**src/rtl/tdp_ram_pkg.sv**
```systemverilog
// Shared types for the dual-port RAM arbiter.
// FSM states, default widths, drain length and pipeline slot.
package tdp_ram_pkg;

  typedef enum logic [1:0] {
    CLR,
    INIT,
    RUN,
    DRAIN
  } state_e;

  localparam int AW_DEF    = 6;
  localparam int DW_DEF    = 8;
  localparam int DRAIN_CYC = 2;
  localparam int DRAIN_W   = $clog2(DRAIN_CYC);

  // Requester id field is sized for the largest NREQ (8).
  localparam int IDW = 3;

  typedef struct packed {
    logic           v;
    logic           we;
    logic [IDW-1:0] id;
  } slot_t;

endpackage

```
**src/rtl/rr_pick2.sv**
```systemverilog
// Two-grant round-robin picker with same-address conflict check.
// In: req_i/we_i/addr_i/ptr_i. Out: A and B grants, next pointer.
module rr_pick2 #(
  parameter int NREQ = 4,
  parameter int AW   = 6
) (
  input  logic [NREQ-1:0]         req_i,
  input  logic [NREQ-1:0]         we_i,
  input  logic [NREQ*AW-1:0]      addr_i,
  input  logic [$clog2(NREQ)-1:0] ptr_i,
  output logic                    a_v_o,
  output logic [$clog2(NREQ)-1:0] a_id_o,
  output logic                    b_v_o,
  output logic [$clog2(NREQ)-1:0] b_id_o,
  output logic [$clog2(NREQ)-1:0] ptr_o
);

  localparam int IW = $clog2(NREQ);

  logic [IW-1:0] idx;
  logic          done;
  logic          clash;

  always_comb begin
    a_v_o  = 1'b0;
    a_id_o = '0;
    b_v_o  = 1'b0;
    b_id_o = '0;
    ptr_o  = ptr_i;
    idx    = '0;
    done   = 1'b0;
    clash  = 1'b0;
    for (int i = 0; i < NREQ; i++) begin
      idx = IW'((int'(ptr_i) + i) % NREQ);
      if (req_i[idx] && !done) begin
        if (!a_v_o) begin
          a_v_o  = 1'b1;
          a_id_o = idx;
          ptr_o  = (idx == IW'(NREQ - 1)) ? '0 : idx + 1'b1;
        end else begin
          // Second candidate: grant on B or defer; either way stop.
          done  = 1'b1;
          clash = (addr_i[idx*AW +: AW] == addr_i[a_id_o*AW +: AW])
                  && (we_i[idx] || we_i[a_id_o]);
          if (!clash) begin
            b_v_o  = 1'b1;
            b_id_o = idx;
            ptr_o  = (idx == IW'(NREQ - 1)) ? '0 : idx + 1'b1;
          end
        end
      end
    end
  end

endmodule

```
**src/rtl/tdp_ram_arbiter.sv**
```systemverilog
// Arbitrates NREQ clients onto a true-dual-port RAM, zero-fills it.
// Ports: req_* in, req_ready/rsp_* out, ram_* to the RAM instance.
module tdp_ram_arbiter
  import tdp_ram_pkg::*;
#(
  parameter int NREQ = 4,
  parameter int AW   = AW_DEF,
  parameter int DW   = DW_DEF
) (
  input  logic               clk,
  input  logic               rst,
  input  logic               clear_req,
  output logic               init_done,
  input  logic [NREQ-1:0]    req_valid,
  input  logic [NREQ-1:0]    req_we,
  input  logic [NREQ*AW-1:0] req_addr,
  input  logic [NREQ*DW-1:0] req_wdata,
  output logic [NREQ-1:0]    req_ready,
  output logic [NREQ-1:0]    rsp_valid,
  output logic [NREQ*DW-1:0] rsp_rdata,
  output logic [AW-1:0]      ram_addr_a,
  output logic [AW-1:0]      ram_addr_b,
  output logic [DW-1:0]      ram_din_a,
  output logic [DW-1:0]      ram_din_b,
  output logic               ram_we_a,
  output logic               ram_we_b,
  output logic               ram_sclr,
  input  logic [DW-1:0]      ram_dout_a,
  input  logic [DW-1:0]      ram_dout_b
);

  localparam int IW = $clog2(NREQ);
  localparam int FW = AW - 1;

  state_e state_q, state_d;
  logic [FW-1:0]      fill_q, fill_d;
  logic [DRAIN_W-1:0] drain_q, drain_d;
  logic [IW-1:0]      rr_ptr_q, rr_ptr_d;

  logic [AW-1:0] addr_a_q, addr_a_d;
  logic [AW-1:0] addr_b_q, addr_b_d;
  logic [DW-1:0] din_a_q, din_a_d;
  logic [DW-1:0] din_b_q, din_b_d;
  logic          we_a_q, we_a_d;
  logic          we_b_q, we_b_d;
  logic          sclr_q, sclr_d;

  slot_t         s1_a_q, s1_a_d;
  slot_t         s1_b_q, s1_b_d;
  slot_t         s2_a_q, s2_b_q;
  logic [DW-1:0] s2_wd_a_q, s2_wd_b_q;

  logic          a_v, b_v, ga, gb;
  logic [IW-1:0] a_id, b_id, ptr_nxt;

  rr_pick2 #(
    .NREQ (NREQ),
    .AW   (AW)
  ) u_pick (
    .req_i  (req_valid),
    .we_i   (req_we),
    .addr_i (req_addr),
    .ptr_i  (rr_ptr_q),
    .a_v_o  (a_v),
    .a_id_o (a_id),
    .b_v_o  (b_v),
    .b_id_o (b_id),
    .ptr_o  (ptr_nxt)
  );

  assign init_done = (state_q == RUN);
  assign ga        = a_v && init_done;
  assign gb        = b_v && init_done;

  assign ram_addr_a = addr_a_q;
  assign ram_addr_b = addr_b_q;
  assign ram_din_a  = din_a_q;
  assign ram_din_b  = din_b_q;
  assign ram_we_a   = we_a_q;
  assign ram_we_b   = we_b_q;
  assign ram_sclr   = sclr_q;

  always_comb begin
    req_ready = '0;
    if (ga) req_ready[a_id] = 1'b1;
    if (gb) req_ready[b_id] = 1'b1;
  end

  always_comb begin
    state_d  = state_q;
    fill_d   = fill_q;
    drain_d  = drain_q;
    rr_ptr_d = ga ? ptr_nxt : rr_ptr_q;
    unique case (state_q)
      CLR: begin
        state_d = INIT;
        fill_d  = '0;
      end
      INIT: begin
        fill_d = fill_q + 1'b1;
        if (&fill_q) state_d = RUN;
      end
      RUN: begin
        if (clear_req) begin
          state_d = DRAIN;
          drain_d = '0;
        end
      end
      DRAIN: begin
        drain_d = drain_q + 1'b1;
        if (drain_q == DRAIN_W'(DRAIN_CYC - 1)) state_d = CLR;
      end
      default: state_d = CLR;
    endcase
    // Clear pulse is low exactly while the FSM sits in CLR.
    sclr_d = (state_d != CLR);
  end

  always_comb begin
    addr_a_d = addr_a_q;
    addr_b_d = addr_b_q;
    din_a_d  = din_a_q;
    din_b_d  = din_b_q;
    we_a_d   = 1'b1;
    we_b_d   = 1'b1;
    if (state_q == INIT) begin
      addr_a_d = {fill_q, 1'b0};
      addr_b_d = {fill_q, 1'b1};
      din_a_d  = '0;
      din_b_d  = '0;
      we_a_d   = 1'b0;
      we_b_d   = 1'b0;
    end else begin
      if (ga) begin
        addr_a_d = req_addr[a_id*AW +: AW];
        din_a_d  = req_wdata[a_id*DW +: DW];
        we_a_d   = ~req_we[a_id];
      end
      if (gb) begin
        addr_b_d = req_addr[b_id*AW +: AW];
        din_b_d  = req_wdata[b_id*DW +: DW];
        we_b_d   = ~req_we[b_id];
      end
    end
    s1_a_d = '{v: ga, we: req_we[a_id], id: IDW'(a_id)};
    s1_b_d = '{v: gb, we: req_we[b_id], id: IDW'(b_id)};
  end

  always_ff @(posedge clk or posedge rst) begin
    if (rst) begin
      state_q   <= CLR;
      fill_q    <= '0;
      drain_q   <= '0;
      rr_ptr_q  <= '0;
      addr_a_q  <= '0;
      addr_b_q  <= '0;
      din_a_q   <= '0;
      din_b_q   <= '0;
      we_a_q    <= 1'b1;
      we_b_q    <= 1'b1;
      sclr_q    <= 1'b0;
      s1_a_q    <= '0;
      s1_b_q    <= '0;
      s2_a_q    <= '0;
      s2_b_q    <= '0;
      s2_wd_a_q <= '0;
      s2_wd_b_q <= '0;
    end else begin
      state_q   <= state_d;
      fill_q    <= fill_d;
      drain_q   <= drain_d;
      rr_ptr_q  <= rr_ptr_d;
      addr_a_q  <= addr_a_d;
      addr_b_q  <= addr_b_d;
      din_a_q   <= din_a_d;
      din_b_q   <= din_b_d;
      we_a_q    <= we_a_d;
      we_b_q    <= we_b_d;
      sclr_q    <= sclr_d;
      s1_a_q    <= s1_a_d;
      s1_b_q    <= s1_b_d;
      s2_a_q    <= s1_a_q;
      s2_b_q    <= s1_b_q;
      s2_wd_a_q <= din_a_q;
      s2_wd_b_q <= din_b_q;
    end
  end

  // Writes echo their own data; reads take the RAM output directly.
  always_comb begin
    rsp_valid = '0;
    rsp_rdata = '0;
    for (int i = 0; i < NREQ; i++) begin
      if (s2_a_q.v && s2_a_q.id == IDW'(i)) begin
        rsp_valid[i]           = 1'b1;
        rsp_rdata[i*DW +: DW]  = s2_a_q.we ? s2_wd_a_q : ram_dout_a;
      end
      if (s2_b_q.v && s2_b_q.id == IDW'(i)) begin
        rsp_valid[i]           = 1'b1;
        rsp_rdata[i*DW +: DW]  = s2_b_q.we ? s2_wd_b_q : ram_dout_b;
      end
    end
  end

endmodule

```
**config.mk**
```make
export PLATFORM = sky130hd
export DESIGN_NAME = tdp_ram_arbiter
export DESIGN_NICKNAME = d
export VERILOG_FILES = /design/src/rtl/tdp_ram_pkg.sv /design/src/rtl/rr_pick2.sv /design/src/rtl/tdp_ram_arbiter.sv
export SDC_FILE = /design/constraint.sdc
export NUM_CORES = 1
export LEC_CHECK = 0
export ABC_CLOCK_PERIOD_IN_PS = 20300
export CAP_MARGIN = 20
export CORE_MARGIN = 2
export CORE_UTILIZATION = 55
export CTS_BUF_LIST = sky130_fd_sc_hd__clkbuf_8
export CTS_CLUSTER_SIZE = 14
export DETAILED_ROUTE_END_ITERATION = 12
export PLACE_DENSITY = 0.94
export SYNTH_ARGS = -nofsm -noshare
export SYNTH_HDL_FRONTEND = slang
export SYNTH_SLANG_ARGS = --single-unit
```
**constraint.sdc**
```tcl
create_clock -name clk -period 20.3 [get_ports clk]
set_input_delay 4.06 -clock clk [delete_from_list [all_inputs] [get_ports clk]]
set_output_delay 4.06 -clock clk [all_outputs]
set_load 0.05 [all_outputs]
```
== Word-level counts from Yosys, hierarchy flattened ==
Index checks and enable logic that the tools add are counted.

* Logic and storage cells: 229
* Bits in registers: 73
* Input port bits: 83
* Output and inout port bits: 72

* Reduce and logical (&&, ||, !) cells: 32
* Equal/unequal tests: 17
* Multiply operators: 8
* Multiplexer cells: 114
* Shift-type cells: 10
* Order comparisons: 11
* Bitwise gates (word level): 3
* Add/sub/neg operators: 9

{| class="wikitable"
|+ Operators by type and width
! kind !! count
|-
| $shiftx 24x6->6 || 8
|-
| $mux 8 || 14
|-
| $mux 2 || 33
|-
| $shiftx 32x6->8 || 2
|-
| $mux 1 || 44
|-
| $mul 2x2->4 const B || 8
|-
| $lt 2x3->1 const B || 9
|-
| $bmux 1 s2 || 12
|-
| $mux 6 || 4
|-
| $eq 2x2->1 const B || 10
|-
| $eq 6x6->1 || 3
|-
| $logic_and 1x1->1 || 17
|-
| $add 2x1->2 const B || 5
|-
| $pmux 5 s2 || 1
|-
| $reduce_bool 2->1 || 5
|-
| $mux 4 || 2
|-
| $pmux 2 s4 || 1
|-
| $eq 2x1->1 const B || 3
|-
| $logic_not 3->1 || 2
|-
| $add 5x1->5 const B || 1
|-
| $reduce_and 5->1 || 1
|-
| $add 2x2->2 const B || 2
|-
| $demux 1 s2 || 2
|-
| $ge 2x1->1 const B || 2
|-
| 9 further kinds || 13
|}

== Depth between registers and ports, before layout ==
Gate-level depths: netlist of the first run.

* Depth in word-level cells: 22
* Depth in mapped cells: 18
* Depth with buffers taken out: 13

== Cells and area by module ==
Synthesis of the first run repeated with hierarchy kept, for this count alone.

* Cells, all modules: 565
* Area total of the unflattened synthesis: 6087.1 um2

{| class="wikitable"
|+ Modules (own cells, without submodules)
! module !! cells an instance !! seq. area each (um2) !! area each (um2) !! times used
|-
| tdp_ram_arbiter || 321 || 1829.3 || 3784.9 || 1
|-
| rr_pick2 || 244 || 0.0 || 2302.2 || 1
|}

== Worst setup path after synthesis of the first run ==
Ideal clock, no wire load.

* Path type: input-to-output
* Start: input port req_valid[2]
* End: output port req_ready[1]
* Data required time: 16240 ps
* Path slack: 7780 ps
* Data arrival time: 8460 ps
* Stages: 17
* Path buffers: 4
* Cells stage by stage: clkbuf_1 mux4_2 clkbuf_1 ha_1 buf_1 inv_1 mux2i_4 mux2i_1 o221ai_1 and3_1 o2111a_1 a211oi_4 nor3_4 inv_4 buf_6 nand2_2 o22ai_1

* Word-level cells in the longest chain between the ends: 22
* Elaborated cells on any way between the ends: 81
* Classes of those cells: mul (3); order compare (4); eq/ne (3); shift (3); mux (53); bitwise (1); reduce/logical (14)

{| class="wikitable"
|+ Ends and longest elaborated chain
! item !! line !! text
|-
| from (decl) || tdp_ram_arbiter.sv:14 || <nowiki>input logic [NREQ-1:0] req_valid,</nowiki>
|-
| $bmux 1 s2 || rr_pick2.sv:35 || <nowiki>if (req_i[idx] && !done) begin</nowiki>
|-
| $mux 1 (implied by the code) || rr_pick2.sv:35 ||
|-
| $mux 2 || rr_pick2.sv:35 ||
|-
| $mul 2x2->4 / $bmux 1 s2 (equally long branches) || rr_pick2.sv:43, rr_pick2.sv:44 ||
|-
| $shiftx 24x6->6 / $mux 1 (equally long branches) || rr_pick2.sv:43, rr_pick2.sv:44 ||
|-
| $eq 6x6->1 / $logic_or 1x1->1 (equally long branches) || rr_pick2.sv:43, rr_pick2.sv:44 ||
|-
| $logic_and 1x1->1 || rr_pick2.sv:44 || <nowiki>&& (we_i[idx] || we_i[a_id_o]);</nowiki>
|-
| $mux 2 || rr_pick2.sv:45 || <nowiki>if (!clash) begin</nowiki>
|-
| [7 not listed] || n/a ||
|-
| $mux 2 (*) || rr_pick2.sv:35 ||
|-
| via b_id[0] || tdp_ram_arbiter.sv:54 || <nowiki>logic [IW-1:0] a_id, b_id, ptr_nxt;</nowiki>
|-
| $lt 2x3->1 (implied by the code) / $ge 2x1->1 (equally long branches) || tdp_ram_arbiter.sv:86 || <nowiki>if (gb) req_ready[b_id] = 1'b1;</nowiki>
|-
| $logic_and 1x1->1 (implied by the code) || tdp_ram_arbiter.sv:86 ||
|-
| $mux 1 (implied by the code) || tdp_ram_arbiter.sv:86 ||
|-
| $demux 1 s2 (*) || tdp_ram_arbiter.sv:86 ||
|-
| $or 4x4->4 (no source line) (*) || n/a ||
|-
| $mux 4 (*) || tdp_ram_arbiter.sv:86 ||
|-
| to (decl) || tdp_ram_arbiter.sv:18 || <nowiki>output logic [NREQ-1:0] req_ready,</nowiki>
|}

The timed path passes the listed nets; every way through them passes the cells marked *. The select of a mux whose other input is x is not followed.

== Final worst setup path of the first run ==
* Start: input port req_valid[3]
* End: output port req_ready[0]

* Word-level cells in the longest chain between the ends: 22
* Elaborated cells on any way between the ends: 81
* Classes of those cells: mul (3); order compare (4); eq/ne (3); shift (3); mux (53); bitwise (1); reduce/logical (14)

{| class="wikitable"
|+ Ends and longest elaborated chain
! item !! line !! text
|-
| $bmux 1 s2 || rr_pick2.sv:35 ||
|-
| $mux 1 (implied by the code) || rr_pick2.sv:35 ||
|-
| $mux 2 || rr_pick2.sv:35 ||
|-
| $mul 2x2->4 / $bmux 1 s2 (equally long branches) || rr_pick2.sv:43, rr_pick2.sv:44 ||
|-
| $shiftx 24x6->6 / $mux 1 (equally long branches) || rr_pick2.sv:43, rr_pick2.sv:44 ||
|-
| $eq 6x6->1 / $logic_or 1x1->1 (equally long branches) || rr_pick2.sv:43, rr_pick2.sv:44 ||
|-
| $logic_and 1x1->1 || rr_pick2.sv:44 ||
|-
| $mux 2 || rr_pick2.sv:45 ||
|-
| [6 not listed] || n/a ||
|-
| $mux 2 || rr_pick2.sv:36 || <nowiki>if (!a_v_o) begin</nowiki>
|-
| $mux 2 || rr_pick2.sv:35 ||
|-
| $lt 2x3->1 (implied by the code) / $ge 2x1->1 (equally long branches) || tdp_ram_arbiter.sv:86 ||
|-
| $logic_and 1x1->1 (implied by the code) || tdp_ram_arbiter.sv:86 ||
|-
| $mux 1 (implied by the code) || tdp_ram_arbiter.sv:86 ||
|-
| $demux 1 s2 || tdp_ram_arbiter.sv:86 ||
|-
| $or 4x4->4 (no source line) || n/a ||
|-
| $mux 4 (*) || tdp_ram_arbiter.sv:86 ||
|}

Every way passes the cells marked *; elsewhere a longest branch is shown, timed or not. The select of a mux whose other input is x is not followed.

==> metrics, run 1 <==
post-detail-place hpwl 16.4 mm; hold crit path type flip-flop to flip-flop; Row Count 40; vias in the first global route 6772; endpoints failing setup 0; skew final 0.00493 ns; area leader, netlist dfrtp_1; commonest cells after routing, fill and taps aside clkdlybuf4s50_1, nand2_1, o21ai_0; CTS clock-pin slew for the worst setup and hold paths 0.08 ns; ANT nets after route 0; post-cts resize count 0; nets@finish 1005; Worst slew margin 36.7%; number of synthesized flops with an enable pin 0; Worst-Skew Late Latency 0.35 ns; busiest grt layer met2; # IOs 155; CP startpoint kind input port; Worst Setup End Kind output pin; Post-Place Setup Slack 6.57 ns; total gr overflow 0; Hold Vio Cnt, Final 0; GR Util met1 44.6%; Core Region 0.0119 mm^2; Yosys Warn Count 0; Initial Utilization 56.1%; Chip Height 114 um; Final period util 68.2%; sequential area share after synthesis 27.4%; DRT Pass-1 Iters 5; CTS root buf clkbuf_8; Worst Path Arrival 9.77 ns; FMAX 0.0723 GHz; Final Power 0.00127 W; CTS tree built; Max Slew Vio Count 0; CTS sink count 73; CP required 16.24 ns; Antenna diodes 0; first-pass GRT wire length 35.8 mm; cells after synthesis 796; critical path class input port to output pin; DR WL/cell 21.4 um; Yosys cell types 82; DRT iter0 DRCs 744; cell count of the worst reg-to-reg path 15; CTS H-Tree Depth 3; Num CTS Buffers 9; MaxCap Viol Count 0; Die ar. 0.0130 mm^2; RR Startpoint rr_ptr_q[0]; Synth top area share 26.6%; setup bufs post-CTS 0; Port Buffers 154; Multi-input gate area 0.00445 mm^2; top post-synthesis cells by area dfrtp_1, mux2i_1, mux4_2; prevailing post-synth register cell dfrtp_1; drc violations 0; Area Growth Syn to Fin 26.3%; VDD IR max 109 uV; Final min period 13.83 ns; TNS Setup 0 ns; Mean Syn Cell Area 8.39 um^2; Mapped Area 0.00668 mm^2; FFs w/ async S/R, synth 100%; gr usage total 34.7%; Hold Path Depth 0; fraction of layout cells with a size suffix above 1 10.7%; Via Count 7469; commonest non-fill, non-tap cell in the layout clkdlybuf4s50_1; Hold Path End s2_a_q[4]; status finished, final reports clean; flops & latches, synth 73; Die W 114 um; reg2reg end ram_din_b[4]; GPL Wtd Cong 0.990; largest net degree at the start of global routing 74; crit path from req_valid[3]; initial antenna violation count 0; synthesized net count 887; Total Routed Length 22.8 mm; worst setup margin 6.47 ns; Hold Startpoint s1_a_q[4]; met3 Track Usage GR 5.51%; FF+latch area 0.00183 mm^2; Leakage 3.28 nW; routed vias/inst 7.01; hold buffer count at CTS 0; reg-to-reg slack, setup 14.47 ns; Worst Max-Slew Pin Slew 0.950 ns; PD cells 151 mW/mm^2; met2 usage in global routing 56.9%; CP max FO 14; RSZ-0062 raised after global routing no; Fill cells 882; buffer depth of the longest clock path 2
==> synthesized netlist by cell type, drive strengths merged (7+ instances only) <==
library cell  count
nor2             34
a22oi            10
dfrtp            71
and3              9
mux2i            47
nand3            61
o22ai            12
o211ai           36
o2111ai           7
nor4              7
a31oi            13
a211oi           13
or4               7
nand2b            7
buf              20
a21oi            24
ha                8
o32ai             8
nor3             20
mux2             20
mux4             18
o31ai             7
clkbuf           38
and4              7
o21ai            73
inv              36
nand2            96
==> worst max-delay path by stage <==
stage	to	slack (ns)
2_1_floorplan	req_ready[1]	7.78
3_3_place_gp	req_ready[0]	6.69
3_5_place_dp	req_ready[0]	6.57
4_1_cts	req_ready[0]	6.58
5_1_grt	req_ready[0]	6.14
6_report	req_ready[0]	6.47
==> area by class of cell <==
cell class,instances,area share (%)
tap,147,2.18
sequential,73,21.7
timing repair buffer,165,19.3
clock inverter,6,0.786
multi-input combinational,627,52.7
inverter,38,1.72
clock buffer,10,1.63
==> cell families (layout without fill, tap and decap cells) <==
| logic type | Yosys count | count (layout) | share of synthesized area [%] |
|---|---|---|---|
| and+or+nand+nor | 273 | 273 | 20.5 |
| muxes | 85 | 85 | 16.7 |
| AOI/OAI and AO/OA | 253 | 253 | 26.6 |
| DFF | 73 | 73 | 27.4 |
| adders and majority gates | 8 | 8 | 1.50 |
| buffers and inverters | 96 | 219 | 6.22 |
| xor gates and xnor gates | 8 | 8 | 1.05 |
==> where the power goes <==
group | total, W | switching [W] | internal, W | leakage [nW]
Sequential | 0.000206 | 0.0000296 | 0.000176 | 0.942
Clock | 0.000115 | 0.0000544 | 0.0000605 | 0.107
Combinational | 0.000954 | 0.000600 | 0.000354 | 2.23
Total | 0.00127 | 0.000684 | 0.000590 | 3.28
==> metal layers <==
| layer | wire length (um) | share of wire [%] | vias to the layer above |
|---|---|---|---|
| li1 | - | - | 3282 |
| met1 | 8670 | 38 | 3519 |
| met2 | 10700 | 47 | 564 |
| met3 | 2240 | 9.8 | 104 |
| met4 | 1160 | 5.1 | 0 |
| met5 | 0 | 0 | - |
==> through the flow <==
step | util, % | std cells | hold WS [ns] | area (um^2)
floorplan | - | 796 | 0.331 | 6680
global placement | 69.0 | 1049 | 0.331 | 8220
detailed placement | 69.0 | 1049 | 0.336 | 8220
CTS | 70.7 | 1065 | 0.354 | 8430
global route | 70.8 | 1066 | 0.358 | 8430
finish | 70.8 | 1066 | 0.351 | 8430
==> flip-flops by register name, indices dropped and copies added, names as in the netlist, 5 cells and up <==
| signal | count |
|---|---|
| ram_din_a | 8 |
| ram_din_b | 8 |
| s2_wd_a_q | 8 |
| fill_q | 5 |
| s2_wd_b_q | 8 |
| ram_addr_b | 6 |
| ram_addr_a | 6 |
==> critical path: stages <==
cell             delay (ns)
clkdlybuf4s50_1        0.58
mux4_2                 0.71
ha_1                   0.41
inv_1                  0.18
nor2_1                 0.09
a221oi_2               0.74
nor4_1                 0.15
or4b_1                 0.56
o211a_2                0.19
a211o_1                0.42
and4_1                 0.36
o21ai_1                0.34
o21ai_0                0.22
clkdlybuf4s50_1        0.75
(Power assumes the default switching activity.)
==> inputs of run 2 (changes only) <==
ABC_CLOCK_PERIOD_IN_PS = 12100   (was 20300)
CORE_UTILIZATION = 48   (was 55)
PLACE_DENSITY = 0.87   (was 0.94)
clock period = 12.1 ns   (was 20.3 ns; I/O delays follow)
==> run 2 against run 1 <==
- combinational power increased by 68%
- register-to-register slack got worse by 8.6 ns
- highest routed layer unchanged
- core utilization decreased by 9.3 points
- total power increased by 66%
- clock power increased by 43%
- critical endpoint is now req_ready[3]
- first-iteration DRC count increased by 3.0%
==> metrics, run 2 (synthesized netlist as in run 1, its figures left out) <==
status finished, final reports clean (unchanged); Max Slew Vio Count 0 (unchanged); met3 wire length 2.41 mm (was 2.24 mm); CP max FO 23 (was 14); FMAX 0.0923 GHz; Final Power 0.00211 W (was 0.00127 W); largest net degree at the start of global routing 74 (unchanged); Worst Setup End Kind output pin (unchanged); MaxCap Viol Count 0 (unchanged); buffer depth of the longest clock path 2 (unchanged); reg-to-reg slack, setup 5.86 ns (was 14.47 ns); Die W 122 um (was 114 um); drc violations 0 (unchanged); Leakage 3.26 nW (was 3.28 nW); Metal-1 WL 8.46 mm (was 8.67 mm); DR WL met2 10.7 mm (about the same); CTS clock-pin slew for the worst setup and hold paths 0.07 ns (was 0.08 ns); Port Buffers 154 (unchanged); hold buffer count at CTS 0 (unchanged); total gr overflow 0 (unchanged); skew final 0.0120 ns (was 0.00493 ns); TNS Setup 0 ns (unchanged); ANT nets after route 0 (unchanged); first-pass GRT wire length 35.2 mm (was 35.8 mm); RSZ-0062 raised after global routing no (unchanged); Via Count 7260 (was 7469); Worst Path Arrival 8.42 ns (was 9.77 ns); Chip Height 122 um (was 114 um); fraction of layout cells with a size suffix above 1 10.6% (was 10.7%); routed vias/inst 6.61 (was 7.01); Worst slew margin 34.3% (was 36.7%); # IOs 155 (unchanged); post-cts resize count 0 (unchanged); CTS H-Tree Depth 3 (unchanged); CTS sink count 73 (unchanged); nets@finish 1005 (unchanged); Worst Max-Slew Pin Slew 0.981 ns (was 0.950 ns); post-detail-place hpwl 16.6 mm (was 16.4 mm); Fill cells 1199 (was 882); FF+latch area 0.00183 mm^2 (unchanged); CP required 9.68 ns (was 16.24 ns); Core Region 0.0137 mm^2 (was 0.0119 mm^2); endpoints failing setup 0 (unchanged); gr usage total 30.2% (was 34.7%); initial antenna violation count 0 (unchanged); CP startpoint kind input port (unchanged); Multi-input gate area 0.00445 mm^2 (unchanged); CTS tree built (unchanged); GPL Wtd Cong 0.928 (was 0.990); DR WL/cell 20.5 um (was 21.4 um); Hold Vio Cnt, Final 0 (unchanged); final instance area 0.00844 mm^2 (was 0.00843 mm^2); DRT Pass-1 Iters 6 (was 5); critical path class input port to output pin (unchanged); Antenna diodes 0 (unchanged); setup bufs post-CTS 0 (unchanged); commonest cells after routing, fill and taps aside clkdlybuf4s50_1, nand2_1, o21ai_0 (unchanged); Row Count 43 (was 40); Initial Utilization 48.7% (was 56.1%); CTS root buf clkbuf_8 (unchanged); DRT iter0 DRCs 766 (was 744); Final min period 10.84 ns; Final period util 89.6%; DR top layer met4 (unchanged); Total Routed Length 22.5 mm (was 22.8 mm); commonest non-fill, non-tap cell in the layout clkdlybuf4s50_1 (unchanged); VDD IR max 206 uV (was 109 uV); Worst-Skew Late Latency 0.35 ns (about the same); Final Instance Count excl. Fillers 1099 (was 1066); placed cell count 1083 (was 1049); Num CTS Buffers 9 (unchanged); vias in the first global route 6732 (was 6772); hold crit path type flip-flop to flip-flop (unchanged); dpl cell area 0.00827 mm^2 (was 0.00822 mm^2); PD cells 250 mW/mm^2 (was 151 mW/mm^2); Die ar. 0.0149 mm^2 (was 0.0130 mm^2); Area Growth Syn to Fin 26.4% (was 26.3%)
-- run 2: layer usage --
layer | GRT usage [%] | vias up
met3 | 4.40 | 89
met2 | 50.2 | 504
met4 | 14.8 | 0
met5 | 0 | -
li1 | - | 3277
met1 | 38.4 | 3390
-- run 2: stage by stage --
stage / hold slack [ns] / util, % / worst slack [ns]
after floorplan: 0.331 / - / 2.86
after detailed placement: 0.335 / 60.3 / 1.39
after CTS: 0.349 / 61.5 / 1.39
after global routing: 0.358 / 61.5 / 0.924
after global placement: 0.332 / 60.2 / 1.55
final: 0.351 / 61.5 / 1.26
-- run 2: worst paths after layout --
| check | startpoint | to | cells after the start |
|---|---|---|---|
| hold reg to reg | s1_a_q[3] | s2_a_q[3] | 0 |
| max in group asynchronous | rst | rr_ptr_q[0] | 3 |
| min in group asynchronous | rst | ram_addr_a[0] | 3 |
| hold / removal | s1_a_q[3] | s2_a_q[3] | 0 |
| setup reg to reg | rr_ptr_q[0] | ram_din_b[5] | 15 |
| setup / recovery | req_valid[3] | req_ready[3] | 15 |
-- run 2: critical path, cell delays in order --
cell,delay (ns)
clkdlybuf4s50_1,0.59
mux4_2,0.72
ha_1,0.44
inv_1,0.19
nor2_1,0.09
a221oi_2,0.77
nor4_1,0.15
or4b_1,0.59
o211a_2,0.20
a21o_1,0.20
a31oi_2,0.45
buf_4,0.35
nand2_2,0.13
o22ai_1,0.27
clkdlybuf4s50_1,0.86
-- run 2: report_power, final --
group          internal, W  switching, W
Clock            0.0000738     0.0000917
Combinational     0.000593       0.00101
Sequential        0.000296     0.0000490
-- run 2: final cells by class --
| cell class | instances | area share [%] |
|---|---|---|
| repair buffers | 165 | 19.2 |
| multi-input cells | 627 | 52.7 |
| clock inverters | 7 | 0.548 |
| inverters | 38 | 1.72 |
| well taps | 180 | 2.67 |
| flip-flops and latches | 73 | 21.7 |
| clock buffers | 9 | 1.47 |
==> inputs of run 3 (changes only) <==
CAP_MARGIN = not set   (was 20)
==> run 3 against run 2 <==
- clock power grew 27%
- clock-buffer cell count is the same
- non-clock buffer count shrank 1
- largest cell class unchanged
- sequential share of layout area shrank 0.11 points
- clock skew shrank 0.0052 ns
==> metrics, run 3 (synthesized netlist as in run 1, its figures left out) <==
status finished, final reports clean (unchanged); Die ar. 0.0149 mm^2 (unchanged); GPL Wtd Cong 0.928 (unchanged); Row Count 43 (unchanged); setup bufs post-CTS 0 (unchanged); Leakage 3.28 nW (was 3.26 nW); routed vias/inst 6.56 (was 6.61); cell count of the worst reg-to-reg path 15 (unchanged); ANT nets after route 0 (unchanged); # IOs 155 (unchanged); CTS sink count 73 (unchanged); fraction of layout cells with a size suffix above 1 10.5% (was 10.6%); buffer depth of the longest clock path 2 (unchanged); FMAX 0.0926 GHz (was 0.0923 GHz); commonest non-fill, non-tap cell in the layout clkdlybuf4s50_1 (unchanged); CTS clock-pin slew for the worst setup and hold paths 0.07 ns (about the same); Core Region 0.0137 mm^2 (unchanged); Final Instance Count excl. Fillers 1098 (was 1099); RSZ-0062 raised after global routing no (unchanged); drc violations 0 (unchanged); gr usage total 30.0% (was 30.2%); Port Buffers 154 (unchanged); largest net degree at the start of global routing 74 (unchanged); CTS tree built (unchanged); Worst slew margin 14.7% (was 34.3%); skew final 0.00682 ns (was 0.0120 ns); vias in the first global route 6648 (was 6732); CTS H-Tree Depth 3 (unchanged); CTS root buf clkbuf_8 (unchanged); DR WL/cell 20.3 um (was 20.5 um); first-pass GRT wire length 34.9 mm (was 35.2 mm); Hold Path Depth 0 (unchanged); nets@finish 1004 (was 1005); DRT iter0 DRCs 753 (was 766); endpoints failing setup 0 (unchanged); Worst Setup End Kind output pin (unchanged); placed cell count 1082 (was 1083); DRT Pass-1 Iters 5 (was 6); Total Routed Length 22.3 mm (was 22.5 mm); Worst Path Arrival 8.38 ns (was 8.42 ns); critical path class input port to output pin (unchanged); CP startpoint kind input port (unchanged); Hold Vio Cnt, Final 0 (unchanged); post-cts resize count 0 (unchanged); hold crit path type flip-flop to flip-flop (unchanged); TNS Setup 0 ns (unchanged); commonest cells after routing, fill and taps aside clkdlybuf4s50_1, nand2_1, o21ai_0 (unchanged); Max Slew Vio Count 0 (unchanged); total gr overflow 0 (unchanged); worst hold slack 0.351 ns (about the same); Die W 122 um (unchanged); PD cells 253 mW/mm^2 (was 250 mW/mm^2); Area Growth Syn to Fin 27.0% (was 26.4%); CP max FO 23 (unchanged); MaxCap Viol Count 0 (unchanged); Initial Utilization 48.7% (unchanged); post-detail-place hpwl 16.5 mm (was 16.6 mm); Chip Height 122 um (unchanged); Final period util 89.2% (was 89.6%); Worst Max-Slew Pin Slew 1.28 ns (was 0.981 ns); initial antenna violation count 0 (unchanged); VDD IR max 220 uV (was 206 uV); Num CTS Buffers 9 (unchanged); CP required 9.68 ns (about the same); Final min period 10.80 ns (was 10.84 ns); Via Count 7198 (was 7260); Worst-Skew Late Latency 0.35 ns (about the same); Antenna diodes 0 (unchanged); hold buffer count at CTS 0 (unchanged)
[run 3: layout make-up]
class / instances / area (um^2)
Sequential cell: 73 / 1830
Tap cell: 180 / 225
Timing Repair Buffer: 164 / 1620
Clock buffer: 9 / 124
Clock inverter: 7 / 95.1
Fill cell: 1183 / 5240
Multi-Input combinational cell: 627 / 4450
Inverter: 38 / 145
[run 3: report_power, final]
group | leakage (nW) | total, W | internal [W] | switching [W]
sequential | 0.942 | 0.000345 | 0.000296 | 0.0000496
combinational | 2.23 | 0.00159 | 0.000592 | 0.00100
clock | 0.115 | 0.000209 | 0.000116 | 0.0000928
total | 3.28 | 0.00215 | 0.00100 | 0.00115
[run 3: worst paths after layout]
kind                       slack, ns           end          from
max                             1.30  req_ready[3]  req_valid[3]
min                             0.35     s2_a_q[3]     s1_a_q[3]
max reg2reg                     5.95  ram_din_b[5]   rr_ptr_q[0]
min reg2reg                     0.35     s2_a_q[3]     s1_a_q[3]
max in group asynchronous       8.83   rr_ptr_q[0]           rst
min in group asynchronous       2.65     s2_a_q[1]           rst
[run 3: stage by stage]
| step | util, % | instance area (um^2) | power (W) | setup slack (ns) |
|---|---|---|---|---|
| finish | 61.8 | 8480 | 0.00215 | 1.30 |
| global route | 61.8 | 8480 | 0.00228 | 0.993 |
| CTS | 61.8 | 8480 | 0.00212 | 1.42 |
| detailed placement | 60.2 | 8260 | 0.00190 | 1.42 |
| global placement | 60.2 | 8260 | 0.00187 | 1.55 |
| floorplan | - | 6680 | 0.00158 | 2.86 |
[run 3: critical path, cell delays in order]
cell             delay, ns
clkdlybuf4s50_1       0.59
mux4_2                0.71
ha_1                  0.43
inv_1                 0.18
nor2_1                0.09
a221oi_2              0.76
nor4_1                0.15
or4b_1                0.58
o211a_2               0.20
a21o_1                0.20
a31oi_2               0.45
buf_4                 0.35
nand2_2               0.12
o22ai_1               0.27
clkdlybuf4s50_1       0.86
[run 3: per-layer routing]
layer / part of all wire, % / vias to the layer above / global-route usage, %
met4: 4.6 / 0 / 15.1
li1: - / 3281 / -
met1: 38 / 3359 / 37.8
met5: 0 / - / 0
met3: 9.8 / 89 / 4.73
met2: 47 / 469 / 50.1
